[config.mk]
export PLATFORM = sky130hd
export DESIGN_NAME = wash_tick_gen
export DESIGN_NICKNAME = d
export VERILOG_FILES = /design/src/rtl/wash_tick_gen.sv
export SDC_FILE = /design/constraint.sdc
export NUM_CORES = 1
export LEC_CHECK = 0
export ABC_AREA = 0
export CORE_MARGIN = 2
export CORE_UTILIZATION = 43
export CTS_BUF_LIST = sky130_fd_sc_hd__clkbuf_8
export DETAILED_ROUTE_END_ITERATION = 10
export PLACE_DENSITY = 0.57
export SKIP_CTS_REPAIR_TIMING = 1
export SLEW_MARGIN = 10
export SYNTH_ARGS = -nofsm -noshare
export SYNTH_HDL_FRONTEND = slang
export SYNTH_SLANG_ARGS = --single-unit
[constraint.sdc]
create_clock -name CLK100MHZ -period 2.7 [get_ports CLK100MHZ]
set_clock_uncertainty 0.15 [all_clocks]
set_input_delay 0.54 -clock CLK100MHZ [delete_from_list [all_inputs] [get_ports CLK100MHZ]]
set_output_delay 0.54 -clock CLK100MHZ [all_outputs]
set_load 0.02 [all_outputs]
[src/rtl/wash_tick_gen.sv]
// rtl/wash_tick_gen.sv - second strobe and modulo carry tick source with stretched level pulses
// WASH_TICK_FAST_SIM_EN: forces divider to 10 and clamps pulse width to 9 for short simulations.
module wash_tick_gen #(
  parameter int CLK_DIV = 100000000,
  parameter int SUB_MAX = 59,
  parameter int PULSE_W = 4
) (
  input  logic       CLK100MHZ,
  input  logic       rst,
  input  logic       run,
  input  logic       pause,
  output logic       sec_pulse,
  output logic       carry_pulse,
  output logic [5:0] sub_count,
  output logic       busy
);

`ifdef WASH_TICK_FAST_SIM_EN
  localparam int DIV_EFF = 10;
  localparam int PW_EFF  = (PULSE_W > 9) ? 9 : PULSE_W;
`else
  localparam int DIV_EFF = CLK_DIV;
  localparam int PW_EFF  = PULSE_W;
`endif

  localparam logic [26:0] PRE_LAST = 27'(DIV_EFF - 1);
  localparam logic [26:0] PW_LOAD  = 27'(PW_EFF);
  localparam logic [5:0]  SUB_LAST = 6'(SUB_MAX);

  localparam logic [1:0] ST_IDLE = 2'd0;
  localparam logic [1:0] ST_RUN  = 2'd1;
  localparam logic [1:0] ST_HOLD = 2'd2;

  logic [1:0]  mode;
  logic [26:0] presc;
  logic        wrap_q;
  logic [26:0] sec_cnt;
  logic [26:0] carry_cnt;

  always_comb begin
    mode = ST_IDLE;
    if (run) mode = pause ? ST_HOLD : ST_RUN;
  end

  // A wrap is registered first and consumed on the next edge even if that edge is
  // in HOLD, so pausing right after a wrap never loses the tick.
  always_ff @(posedge CLK100MHZ) begin
    if (rst || mode == ST_IDLE) begin
      presc     <= '0;
      wrap_q    <= 1'b0;
      sub_count <= '0;
      sec_cnt   <= '0;
      carry_cnt <= '0;
    end else begin
      wrap_q <= (mode == ST_RUN) && (presc == PRE_LAST);
      if (mode == ST_RUN) begin
        presc <= (presc == PRE_LAST) ? 27'd0 : presc + 27'd1;
      end

      if (wrap_q) begin
        sub_count <= (sub_count == SUB_LAST) ? 6'd0 : sub_count + 6'd1;
      end

      if (wrap_q) begin
        sec_cnt <= PW_LOAD;
      end else if (sec_cnt != 27'd0) begin
        sec_cnt <= sec_cnt - 27'd1;
      end

      if (wrap_q && sub_count == SUB_LAST) begin
        carry_cnt <= PW_LOAD;
      end else if (carry_cnt != 27'd0) begin
        carry_cnt <= carry_cnt - 27'd1;
      end
    end
  end

  always_ff @(posedge CLK100MHZ) begin
    if (rst) begin
      busy <= 1'b0;
    end else begin
      busy <= (mode == ST_RUN);
    end
  end

  assign sec_pulse   = (sec_cnt != 27'd0);
  assign carry_pulse = (carry_cnt != 27'd0);

endmodule
Yosys cells after proc, flatten, opt, wreduce, memory -nomap -nowiden
Cells that the tools add are included.
{"block": "op_classes", "addsub": 4, "multipliers": 0, "div": 0, "n_lt_le_gt_ge": 0, "n_eq_ne": 3, "shifts": 0, "mux": 8, "bitwise": 0, "reduce_logical": 10}
{"operator": "27-bit nonzero test", "count": 2}
{"operator": "27-bit by 1-bit subtractor with 27-bit output (second input constant)", "count": 2}
{"operator": "27-bit by 1-bit adder with 27-bit output (second input constant)", "count": 1}
{"operator": "27-bit equality test (second input constant)", "count": 1}
{"operator": "27-bit 2-to-1 mux", "count": 1}
{"operator": "3-bit 2-to-1 mux", "count": 4}
{"operator": "6-bit by 1-bit adder with 6-bit output (second input constant)", "count": 1}
{"operator": "6-bit equality test (second input constant)", "count": 1}
{"operator": "6-bit 2-to-1 mux", "count": 1}
{"operator": "2-bit 2-to-1 mux", "count": 2}
{"operator": "2-bit nonzero test", "count": 2}
{"operator": "2-bit OR reduction", "count": 2}
{"operator": "2-bit by 1-bit equality test with 1-bit output (second input constant)", "count": 1}
{"operator": "1-bit logical AND", "count": 2}
{"operator": "2-bit logical NOT", "count": 1}
{"operator": "1-bit logical OR", "count": 1}
{"block": "word_totals", "ff_bits": 89, "latchBits": 0, "ram_bits": 0, "rom_bits": 0, "in_bits": 4, "output_inout_bits": 9, "elab_cells": 33, "mem_count": 0}

Depth between registers and ports, before layout
Gate-level depths: netlist (run 1).
{"block": "logic_depth", "ltp_word": 5, "depth_mapped": 9, "mapped_depth_nobuf": 8}

Least setup slack after synthesis (run 1)
Ideal clock, no wire load.
{"block": "synth_timing", "kind": "flip-flop to output port", "from": "register sec_cnt[0]", "to": "output sec_pulse", "arrival_ps": 1791, "required_time_ps": 2010, "setup_slack_ps": 219, "path_stages_with_launch": 8, "path_buffers": 1, "cell_sequence": "dfxtp_1 > inv_1 > ha_1 > or4b_4 > nor4_4 > and2_1 > buf_4 > inv_1"}
{"block": "synth_via", "elab_chain_len": 1}
{"item": "start: declaration", "line_no": "37", "source": "logic [26:0] sec_cnt;"}
{"item": "start signal: assignment", "line_no": "67", "source": "sec_cnt <= sec_cnt - 27'd1;"}
{"item": "27-bit nonzero test", "line_no": "86", "source": "assign sec_pulse = (sec_cnt != 27'd0);"}
{"item": "end: declaration", "line_no": "12", "source": "output logic sec_pulse,"}
No other way between the ends.

Worst setup path in the final report (run 1)
{"block": "layout_timing", "from": "register sec_cnt[1]", "to": "output sec_pulse"}
The elaborated chain is that of the path after synthesis.

==> results.toml, run 1 <==
[status]
status = "finished, final reports clean"

[worst_setup_path]
startpoint_type = "flip-flop"
cp.arrival_ns = 1.91
cp.required_ns = 2.01
cp_slowest_cell = "or4b_4"
cp_max_fo = 2
crit_path_frequent_cell = "inv_2"
r2r-start = "carry_cnt[23]"
cp-end-kind = "output pin"
worstPathCellList = "inv_2 -> ha_1 -> or4b_4 -> nor4_4 -> and2_4 -> inv_2 -> buf_6"
critical_path_class = "flip-flop to output pin"
max_stage_delay_ns = 0.47
worstSetupStartpoint = "sec_cnt[1]"

[cts]
clk_latency_ns = 0.35
cts_made_buffers = 9
cts-root-buf = "clkbuf_8"
clkSinkCount = 89
clk_path_buf_depth = 2
path_clk_slew_ns = 0.09
cts_tree = "built"
htreeDepth = 3

[die]
die_x_um = 104.3
die_area_um2 = 10870
die_y_um = 104.3
rows = 36
core_region_area_um2 = 9774
initial_core_util_pct = 44.23
io_pins = 13

[logic_synthesis]
synth_fp_nets = 509
synthFlopType = "dfxtp_1"
yosysMostFrequentCell = "dfxtp_1"
synth_top_cells_by_count = "dfxtp_1 (89), nor2_1 (76), xnor2_1 (33)"
syn-instance-count = 500
synthTopCellsByArea = "dfxtp_1 (41%), xnor2_1 (6.7%), nor2_1 (6.6%)"
ys_warn_count = 0
yosys.area.top_type = "dfxtp_1"
synth-seq-cells = 89
syn-cell-area_um2 = 4323
synth_top_area_share_pct = 41.22
ys_async_sr_fraction_pct = 0
synth_edf_count = 0
avgSynthCellArea_um2 = 8.646
ys_seq_area_share_pct = 41.22
ys_types = 56

[place]
finalWeightedCongestion = 0.8017
dpl.hpwl_um = 6348
dp.cells = 660
io_buffer_count = 12

[grt]
gr-total-overflow = 0
grtUsageTotal_pct = 17.23
grt_max_degree = 30
antenna_found_initial = 0
grt_pass1_wl_um = 15590
grt_pass1_vias = 3405

[detailed_routing]
first_pass_iters = 4
dr.first_iter.drc_count = 139
drc = 0
vias_per_cell = 5.317
wl_per_cell_um = 13.31
final_antenna_net_count = 0
wl_um = 8995
routed-via-count = 3594

[worst_hold_path]
hold_path.class = "flip-flop to flip-flop"
hold_start = "carry_cnt[26]"

[sta]
finalCritPeriodShare_pct = 96.32
fin_crit_ns = 2.601
slew_viol_final = 0
setup_violations = 0
rsz0062_at_grt = "yes"
max_freq_mhz = 384.5
worst_slew_pin_slew_ns = 0.5111
hold_violations = 0
whs_ns = 0.3157
slew_headroom_pct = 65.05

[layout]
regArea_um2 = 1784
n_fill_cell = 947
n_antenna_cell = 0
num-nets-final = 547
layout-drive-gt1-share_pct = 15.10
fin_cells = 676
syn_to_final_growth_pct = 16.38
multi_input_area_um2 = 2420

[job]
drv_cap = 0
cells by family after synthesis:
group                    Yosys count  share of synthesized area [%]
multiplexers                       2                         0.4631
AND/OR/NAND/NOR                  251                          32.91
adder cells (fa/ha/maj)            5                          1.447
XOR/XNOR                          54                          10.94
flip-flops                        89                          41.22
buffers and inverters             32                          3.763
AO/OA/AOI/OAI                     67                          9.262
area by class of cell:
class	count	area share [%]
inverters	11	0.8207
well taps	133	3.308
clock buffers	10	2.736
clock inverters	6	1.641
multi-input cells	379	48.10
repair buffers	48	7.933
flip-flops and latches	89	35.46
registers in the layout, indices dropped and copies added, names as in the netlist:
signal and count:
sub_count 6, sec_cnt 27, carry_cnt 27, busy 1, presc 27, wrap_q 1
path summary, 6_finish.rpt:
kind | slack (ns) | cells past startpoint | to
max | 0.1 | 7 | sec_pulse
min | 0.32 | 1 | carry_cnt[26]
max reg2reg | 0.22 | 7 | carry_cnt[11]
min reg2reg | 0.32 | 1 | carry_cnt[26]
cells in the final DEF (no fill, tap or decap), types with 12 or more instances in the layout:
master,instances
dfxtp_1,87
nor2_1,76
buf_4,35
xnor2_1,33
a21oi_1,32
nand2_1,27
xor2_1,21
or3_1,20
nor4_1,18
nand4_1,18
nand3_1,16
or4_1,12
nor3_1,12
layer usage:
metal / global-route usage (%) / routed length, um
met2: 29.13 / 4289
met4: 4.633 / 95
met5: 0 / 0
met3: 3.947 / 209
met1: 22.07 / 4401
stage by stage:
stage	TNS (ns)	cell area [um2]	util (%)	setup slack [ns]
2_1_floorplan	0	4323	-	0.2192
3_3_place_gp	0	4785	48.95	0.007498
3_5_place_dp	-0.01403	4785	48.95	-0.01403
4_1_cts	-0.7137	5005	51.20	-0.4277
5_1_grt	-0.002141	5031	51.47	-0.002141
6_report	0	5031	51.47	0.09935
critical path: cells and delay by family, from the launching register on:
family / cells / cell delay (ns)
flops: 1 / 0.33
fa+ha+maj: 1 / 0.12
buf+inv: 3 / 0.21
simple gates: 3 / 0.90
Power of run 1 is not shown: default switching activity piles up to over one toggle a cycle in this logic, so the estimate is an artifact.
==> run 2, diff against run 1 <==
PLACE_DENSITY = 0.66   (was 0.57)
clock period = 2.65 ns   (was 2.7 ns; I/O delays follow)
==> run 2 against run 1 <==
  * Non-clock buffer count up 8
  * Routed wire length up 0.10%
  * Clock-buffer cell count unchanged
  * First-iteration DRC count down 6.5%
  * Final area up 1.0%
  * Worst hold slack better by 0.0083 ns
  * Flip-flop and latch count unchanged
  * Die area unchanged
  * Core utilization up 0.54 points
  * Critical path depth down 2
==> results.toml, run 2 (synthesized netlist as in run 1, its figures left out) <==
[grt]
grt_pass1_vias = 3612
grtUsageTotal_pct = 17.36
antenna_found_initial = 0
grt_max_degree = 30
gr-total-overflow = 0
grt_pass1_wl_um = 15860

[detailed_routing]
routed-via-count = 3660
wl_per_cell_um = 13.18
vias_per_cell = 5.359
wl_um = 9004
dr.first_iter.drc_count = 130
drc = 0
first_pass_iters = 4
final_antenna_net_count = 0

[cts]
cts_made_buffers = 9
htreeDepth = 3
path_clk_slew_ns = 0.09
clkSinkCount = 89
cts-root-buf = "clkbuf_8"
cts_tree = "built"
clk_path_buf_depth = 2
clk_latency_ns = 0.36

[worst_setup_path]
cp.arrival_ns = 1.93
startpoint_type = "flip-flop"
cp-end-kind = "output pin"
rr_worst_depth = 7
worstSetupStartpoint = "sec_cnt[8]"
r2r-start = "carry_cnt[23]"
critical_path_class = "flip-flop to output pin"
cp.required_ns = 1.97
cp_max_fo = 2

[die]
initial_core_util_pct = 44.23
io_pins = 13
core_region_area_um2 = 9774
rows = 36
die_area_um2 = 10870
die_x_um = 104.3
die_y_um = 104.3

[layout]
syn_to_final_growth_pct = 17.60
num-nets-final = 555
fin_area_um2 = 5084
layout-drive-gt1-share_pct = 16.55
final_cell_mix = "dfxtp_1 (87), nor2_1 (76), buf_4 (43)"
reg.largest.list = "carry_cnt (27), presc (27), sec_cnt (27)"
n_antenna_cell = 0
layout_commonest_cell = "dfxtp_1"

[worst_hold_path]
hold_path.class = "flip-flop to flip-flop"
holdPathStages = 1
hold_start = "carry_cnt[26]"

[place]
placed_area_um2 = 4830
dpl.hpwl_um = 6407
finalWeightedCongestion = 0.8478
io_buffer_count = 12

[sta]
fin_crit_ns = 2.610
setup_violations = 0
max_freq_mhz = 383.1
worst_slew_pin_slew_ns = 0.5053
slew_viol_final = 0
rsz0062_at_grt = "yes"
finalCritPeriodShare_pct = 98.49
hold_violations = 0
slew_headroom_pct = 65.44

[job]
drv_cap = 0

[status]
status = "finished, final reports clean"
-- run 2: final cells by class --
type                       instances  area, um2
fill                             970       4691
multi-input combinational        379       2425
sequential                        89       1784
timing repair buffer              56      465.4
tap                              133      166.4
clock buffer                      10      137.6
clock inverter                     5      63.81
inverter                          11      41.29
-- run 2: path summary, 6_finish.rpt --
| check | endpoint | slack [ns] |
|---|---|---|
| worst min-delay path | carry_cnt[26] | 0.32 |
| worst max register to register | carry_cnt[13] | 0.22 |
| worst max-delay path | sec_pulse | 0.04 |
| worst min register to register | carry_cnt[26] | 0.32 |
-- run 2: per-layer routing --
layer / vias to the layer above / share of wire [%] / GRT usage [%]
li1: 1889 / - / -
met1: 1709 / 49 / 22.92
met2: 50 / 47 / 28.34
met3: 12 / 2.9 / 2.882
met4: 0 / 1.3 / 6.757
met5: - / 0 / 0
-- run 2: worst max-delay path: stages (launching register included) --
cell and delay, ns:
dfxtp_1 0.32, or4_1 0.57, nor4_2 0.32, and2_4 0.20, inv_2 0.04, buf_6 0.12
-- run 2: metrics by stage --
step | setup slack [ns] | hold WS (ns) | util [%] | instances | TNS (ns)
after floorplan | 0.1792 | 0.2906 | - | 500 | 0
after global placement | -0.02255 | 0.3010 | 49.41 | 666 | -0.02255
after detailed placement | -0.03654 | 0.3161 | 49.41 | 666 | -0.03654
after global routing | -0.04653 | 0.3459 | 52.01 | 683 | -0.04653
final | 0.04001 | 0.3240 | 52.01 | 683 | 0
after CTS | -0.4488 | 0.3192 | 51.47 | 681 | -0.7738
Power of run 2 is left out for the same reason.
==> run 3, diff against run 2 <==
DONT_BUFFER_PORTS = 1   (was unset)
PLACE_DENSITY = 0.65   (was 0.66)
==> run 3 against run 2 <==
  * Routed wire length is 3.6% lower
  * Flip-flop and latch count stayed put
  * Non-clock buffer count is 34 lower
  * Final area is 5.7% lower
  * Worst hold slack worse by 0.25 ns
  * Clock-buffer cell count is 1 lower
  * Global-route usage is 0.43 points lower
  * Via count is 3.1% lower
==> results.toml, run 3 (synthesized netlist as in run 1, its figures left out) <==
[cts]
htreeDepth = 3
cts_made_buffers = 9
cts_tree = "built"
path_clk_slew_ns = 0.09
cts-root-buf = "clkbuf_8"
clk_latency_ns = 0.36
clk_path_buf_depth = 2
clkSinkCount = 89

[worst_setup_path]
cp_max_fo = 5
crit_path_end = "sec_pulse"
r2r-start = "carry_cnt[22]"
critical_path_class = "flip-flop to output pin"
cp.arrival_ns = 1.93
cp-end-kind = "output pin"
worstPathCellList = "inv_2 -> ha_1 -> or4b_4 -> nor4_4 -> and2_4 -> inv_2"
cp_slowest_cell = "or4b_4"
rr_worst_depth = 6
cp.required_ns = 1.97
worstSetupStartpoint = "sec_cnt[0]"
r2r_end = "carry_cnt[13]"
max_stage_delay_ns = 0.49
startpoint_type = "flip-flop"
crit_path_frequent_cell = "inv_2"
rrSetupSlack_ns = 0.20

[layout]
layout_commonest_cell = "dfxtp_1"
syn_to_final_growth_pct = 10.88
reg.largest.list = "carry_cnt (27), presc (27), sec_cnt (27)"
layout-drive-gt1-share_pct = 12.77
final_cell_mix = "dfxtp_1 (87), nor2_1 (76), xnor2_1 (33)"
utilization_pct = 49.04
num-nets-final = 521
n_antenna_cell = 0
fin_area_um2 = 4793

[detailed_routing]
first_pass_iters = 4
routed-via-count = 3545
wl_per_cell_um = 13.36
vias_per_cell = 5.454
final_antenna_net_count = 0
drc = 0
wl_um = 8682
dr.first_iter.drc_count = 220

[grt]
grt_max_degree = 27
grtUsageTotal_pct = 16.93
gr-total-overflow = 0
grt_pass1_wl_um = 15290
antenna_found_initial = 0
grt_pass1_vias = 3317

[die]
die_area_um2 = 10870
die_y_um = 104.3
rows = 36
core_region_area_um2 = 9774
die_x_um = 104.3
initial_core_util_pct = 44.23
io_pins = 13

[sta]
slew_viol_final = 0
fin_crit_ns = 2.613
slew_headroom_pct = 49.61
max_freq_mhz = 382.7
setup_violations = 0
whs_ns = 0.07667
rsz0062_at_grt = "yes"
hold_violations = 0
worst_slew_pin_slew_ns = 0.7559
finalCritPeriodShare_pct = 98.62

[place]
io_buffer_count = 0
placed_area_um2 = 4547
finalWeightedCongestion = 0.8252
dpl.hpwl_um = 6058

[status]
status = "finished, final reports clean"

[worst_hold_path]
hold_path.class = "input port to flip-flop"

[job]
drv_cap = 0
run 3: changes by cell type in the layout (fill, tap and decap cells not counted), moves of 2 or more:
cell,previous run,this run
buf_4,43,22
clkdlybuf4s50_1,10,0
buf_6,2,0
clkinv_2,0,2
nor4_2,5,3
run 3: final cells by class:
type,instances,area [um2]
clock buffers,9,123.9
clock inverters,7,95.09
fillers,942,4981
inverters,11,41.29
multi-input cells,379,2415
flip-flops and latches,89,1787
well taps,133,166.4
repair buffers,22,165.2
run 3: how the worst min path moves through the flow:
stage / startpoint / end / depth (start not counted)
final: pause / busy / 1
after global routing: pause / busy / 1
after CTS: pause / busy / 1
after floorplan: carry_cnt[26] / carry_cnt[26] / 1
after global placement: carry_cnt[26] / carry_cnt[26] / 1
after detailed placement: carry_cnt[26] / carry_cnt[26] / 1
run 3: critical path, delay by kind of cell (launching register included):
| family | cells | cell delay, ns |
|---|---|---|
| DFF | 1 | 0.35 |
| and+or+nand+nor | 3 | 0.93 |
| adders and majority gates | 1 | 0.14 |
| buffers and inverters | 2 | 0.15 |
run 3: per-layer routing:
layer / GRT usage (%) / vias up / part of all wire [%]
met5: 0 / - / 0
met4: 5.116 / 0 / 1.1
met3: 5.201 / 11 / 4.3
met2: 27.36 / 37 / 47
met1: 21.67 / 1668 / 48
li1: - / 1829 / -
run 3: through the flow:
| step | instances | setup slack (ns) | TNS (ns) |
|---|---|---|---|
| finish | 650 | 0.03668 | 0 |
| CTS | 650 | -0.1180 | -0.1319 |
| global placement | 634 | 0.2925 | 0 |
| global route | 650 | -0.04512 | -0.04512 |
| detailed placement | 634 | 0.2197 | 0 |
| floorplan | 500 | 0.1792 | 0 |
Power of run 3 is left out for the same reason.
==> variant 1: new RTL, settings of run 1 <==
Compare `sub_count` against `SUB_LAST` with >= in place of ==.
--- a/src/rtl/wash_tick_gen.sv
+++ b/src/rtl/wash_tick_gen.sv
@@ -58,7 +58,7 @@
       end
 
       if (wrap_q) begin
-        sub_count <= (sub_count == SUB_LAST) ? 6'd0 : sub_count + 6'd1;
+        sub_count <= (sub_count >= SUB_LAST) ? 6'd0 : sub_count + 6'd1;
       end
 
       if (wrap_q) begin
Formal check against the unedited RTL: same outputs for any inputs over 10 cycles, from zero or initial values and one cycle with rst high; that may be too few to reach the edited logic, so the function may still have changed.
==> variant 1 against run 1 <==
  * The run now ends with negative setup slack left
  * Wire length down 1.5%
  * Utilization increased by 1.1 points
  * Count of clock-buffer cells in the layout fell by 1
  * Synthesized area shrank 2.3%
  * Sequential share of layout area decreased by 0.24 points
  * Setup slack got worse by 0.22 ns
  * Non-clock buffer count is 18 higher
  * Sequential cell count unchanged
  * Design area grew 0.82%
  * Largest cell class unchanged
==> variant 1: results (changes against run 1) <==
stage	metric	value	unit	change
routing	vias	3623		was 3594
sta	headroom to the max-slew limit	0.661		was 0.650
global_routing	gr usage total	0.178		was 0.172
global_routing	first-pass GRT wire length	14.9	mm	was 15.6 mm
critical_path	FF-to-FF End	presc[19]$_SDFFE_PP0P_		was carry_cnt[11]$_SDFFE_PP0P_
routing	final wirelength	8.86	mm	was 9.00 mm
worst_hold_path	min-delay src	sec_cnt[13]$_SDFFE_PP0P_		was carry_cnt[26]$_SDFFE_PP0P_
placement	Routability Congestion	0.842		was 0.802
synthesis	top cells by area, synth	dfxtp_1, nor2_1, xor2_1		was dfxtp_1, xnor2_1, nor2_1
synthesis	Avg Cell Area, Syn	8.55	um^2	was 8.65 um^2
sta	endpoints failing setup	2		was 0
sta	final setup margin	-0.122	ns	was 0.0993 ns
global_routing	met1 Resource Use GR	0.239		was 0.221
synthesis	synth unique cells	49		was 56
outcome	violated checks	negative setup slack		
routing	drt via density	5.24		was 5.32
synthesis	sequential area share after synthesis	0.422		was 0.412
critical_path	reg-to-reg startpoint	presc[11]$_SDFFE_PP0P_		was carry_cnt[23]$_SDFFE_PP0P_
placement	DP Area	4810	um^2	was 4780 um^2
global_routing	GR Util met3	0.0305		was 0.0395
routing	Initial DRC Count	106		was 139
placement	Setup WS pre-CTS	-0.326	ns	was -0.0140 ns
outcome	status	finished with violations		was complete, no violations
layout	fraction of layout cells with a size suffix above 1	0.183		was 0.151
global_routing	largest net degree at the start of global routing	25		was 30
sta	Fin Hold WS	0.327	ns	was 0.316 ns
layout	Nets	562		was 547
synthesis	Mapped Nets	503		was 509
worst_hold_path	Worst Hold End	sec_cnt[13]$_SDFFE_PP0P_		was carry_cnt[26]$_SDFFE_PP0P_
critical_path	Worst R2R Path Depth	6		was 7
variant 1: worst max-delay path by stage:
| stage | start | to | depth (start not counted) |
|---|---|---|---|
| CTS | carry_cnt[0]$_SDFFE_PP0P_ | carry_pulse | 6 |
| global route | carry_cnt[1]$_SDFFE_PP0P_ | carry_pulse | 6 |
| floorplan | carry_cnt[0]$_SDFFE_PP0P_ | carry_pulse | 6 |
| finish | carry_cnt[1]$_SDFFE_PP0P_ | carry_pulse | 6 |
| global placement | carry_cnt[0]$_SDFFE_PP0P_ | carry_pulse | 6 |
| detailed placement | carry_cnt[0]$_SDFFE_PP0P_ | carry_pulse | 6 |
variant 1: stage by stage:
| step | total power (uW) | TNS (ns) | utilization |
|---|---|---|---|
| 6_report | 7620 | -0.140 | 0.526 |
| 5_1_grt | 8330 | -0.281 | 0.526 |
| 4_1_cts | 7400 | -1.25 | 0.518 |
| 3_5_place_dp | 6460 | -0.429 | 0.499 |
| 3_3_place_gp | 6420 | -0.411 | 0.499 |
| 2_1_floorplan | 4980 | 0 | - |
variant 1: power breakdown:
part           internal (uW)  switching [uW]  leakage [uW]
clock network            420             458      0.000104
logic                   2290            2580       0.00106
registers               1630             243      0.000723
variant 1: cells by family after synthesis:
logic type	synth area share
AO/OA/AOI/OAI	0.121
XOR/XNOR	0.108
adder cells (fa/ha/maj)	0.0148
buffers and inverters	0.0356
flip-flops	0.422
multiplexers	0.00237
AND/OR/NAND/NOR	0.297
variant 1: area by class of cell:
type	count	area (um^2)
clock buffers	9	124
multi-input cells	374	2340
fillers	954	4570
flip-flops and latches	89	1790
repair buffers	66	541
clock inverters	7	62.6
inverters	13	48.8
well taps	133	166
variant 1: layer usage:
layer / wire length [um] / vias up
met3: 229 / 9
met1: 4450 / 1695
met4: 132 / 0
met2: 4050 / 32
li1: - / 1887
met5: 0 / -
variant 1: worst register-to-register path: cells and delay by family (launching register included):
family / cells / cell delay (ns)
and+or+nand+nor: 4 / 1.67
AOI/OAI and AO/OA: 1 / 0.16
buffers and inverters: 1 / 0.18
DFF: 1 / 0.35
==> variant 2: new RTL, flow settings as in run 1 <==
Without the edit above. `SUB_MAX`: 59 -> 32.
--- a/src/rtl/wash_tick_gen.sv
+++ b/src/rtl/wash_tick_gen.sv
@@ -2,7 +2,7 @@
 // WASH_TICK_FAST_SIM_EN: forces divider to 10 and clamps pulse width to 9 for short simulations.
 module wash_tick_gen #(
   parameter int CLK_DIV = 100000000,
-  parameter int SUB_MAX = 59,
+  parameter int SUB_MAX = 32,
   parameter int PULSE_W = 4
 ) (
   input  logic       CLK100MHZ,
Check against the original RTL: same outputs for any inputs over 10 cycles, from zero or initial values and one cycle with rst high; that may be too few to reach the edited logic, so the function may still have changed.
==> variant 2 against run 1 <==
  * The flow now finishes with violations (negative setup slack)
  * Sequential cell count did not move
  * Design area is 1.6% lower
  * Wire length decreased by 2.1%
  * Non-clock buffer count fell by 2
  * First-iteration DRC count down 41%
  * Setup slack got worse by 0.11 ns
  * Synthesized area fell by 1.8%
  * Critical path type unchanged
==> variant 2: results (changes against run 1) <==
stage	metric	value	unit	change
placement	Routability Congestion	0.772		was 0.802
placement	Setup WS pre-CTS	-0.0236	ns	was -0.0140 ns
sta	headroom to the max-slew limit	0.628		was 0.650
clock_network	Clock Latency Late Sink	0.37	ns	was 0.35 ns
synthesis	synth unique cells	48		was 56
synthesis	post-synthesis mux area share	0.0118		was 0.00463
routing	drt via density	5.36		was 5.32
outcome	violated checks	negative setup slack		
critical_path	R2R Setup Slk	0.12	ns	was 0.22 ns
worst_hold_path	Worst Hold End	sec_cnt[9]$_SDFFE_PP0P_		was carry_cnt[26]$_SDFFE_PP0P_
synthesis	top cells by area, synth	dfxtp_1, xnor2_1, nor2_1		unchanged
global_routing	gr usage total	0.176		was 0.172
critical_path	Worst R2R Path Depth	6		was 7
placement	DP Area	4710	um^2	was 4780 um^2
sta	final setup margin	-0.0137	ns	was 0.0993 ns
layout	Nets	541		was 547
layout	fraction of layout cells with a size suffix above 1	0.114		was 0.151
placement	Placed Cells	653		was 660
sta	endpoints failing setup	1		was 0
worst_hold_path	Min-Delay Path Depth	2		was 1
global_routing	largest net degree at the start of global routing	25		was 30
critical_path	CP max stage delay	0.53	ns	was 0.47 ns
synthesis	adder-cell area share of the yosys netlist	0.0177		was 0.0145
outcome	status	finished with violations		was complete, no violations
synthesis	sequential area share after synthesis	0.420		was 0.412
global_routing	first-pass GRT wire length	15.0	mm	was 15.6 mm
sta	Setup TNS	-0.0137	ns	was 0 ns
synthesis	Mapped Nets	505		was 509
synthesis	XOR/XNOR share of the synthesized area	0.0990		was 0.109
-- variant 2: cell count changes in the layout (fill, tap and decap cells not counted), moves of 4 or more --
| cell | change |
|---|---|
| o31ai_1 | +8 |
| nor2_1 | -7 |
| nand2_1 | -5 |
| or4_1 | +5 |
| xor2_1 | -5 |
| and3_1 | -4 |
| nor4_2 | -4 |
| nor4b_1 | +4 |
| o21ai_1 | -4 |
-- variant 2: final cells by class --
| type | count | area [um^2] | area share |
|---|---|---|---|
| timing repair buffer | 46 | 375 | 0.0759 |
| clock inverter | 7 | 100 | 0.0202 |
| tap | 133 | 166 | 0.0336 |
| sequential | 89 | 1780 | 0.360 |
| inverter | 12 | 45.0 | 0.00910 |
| multi-input combinational | 373 | 2360 | 0.476 |
| clock buffer | 9 | 124 | 0.0250 |
-- variant 2: layer usage --
metal  global-route usage  vias up  part of all wire
met2                0.281       22              0.45
met4               0.0597        0             0.012
met1                0.233     1676              0.51
li1                     -     1885                 -
met3               0.0430        6             0.025
met5                    0        -                 0
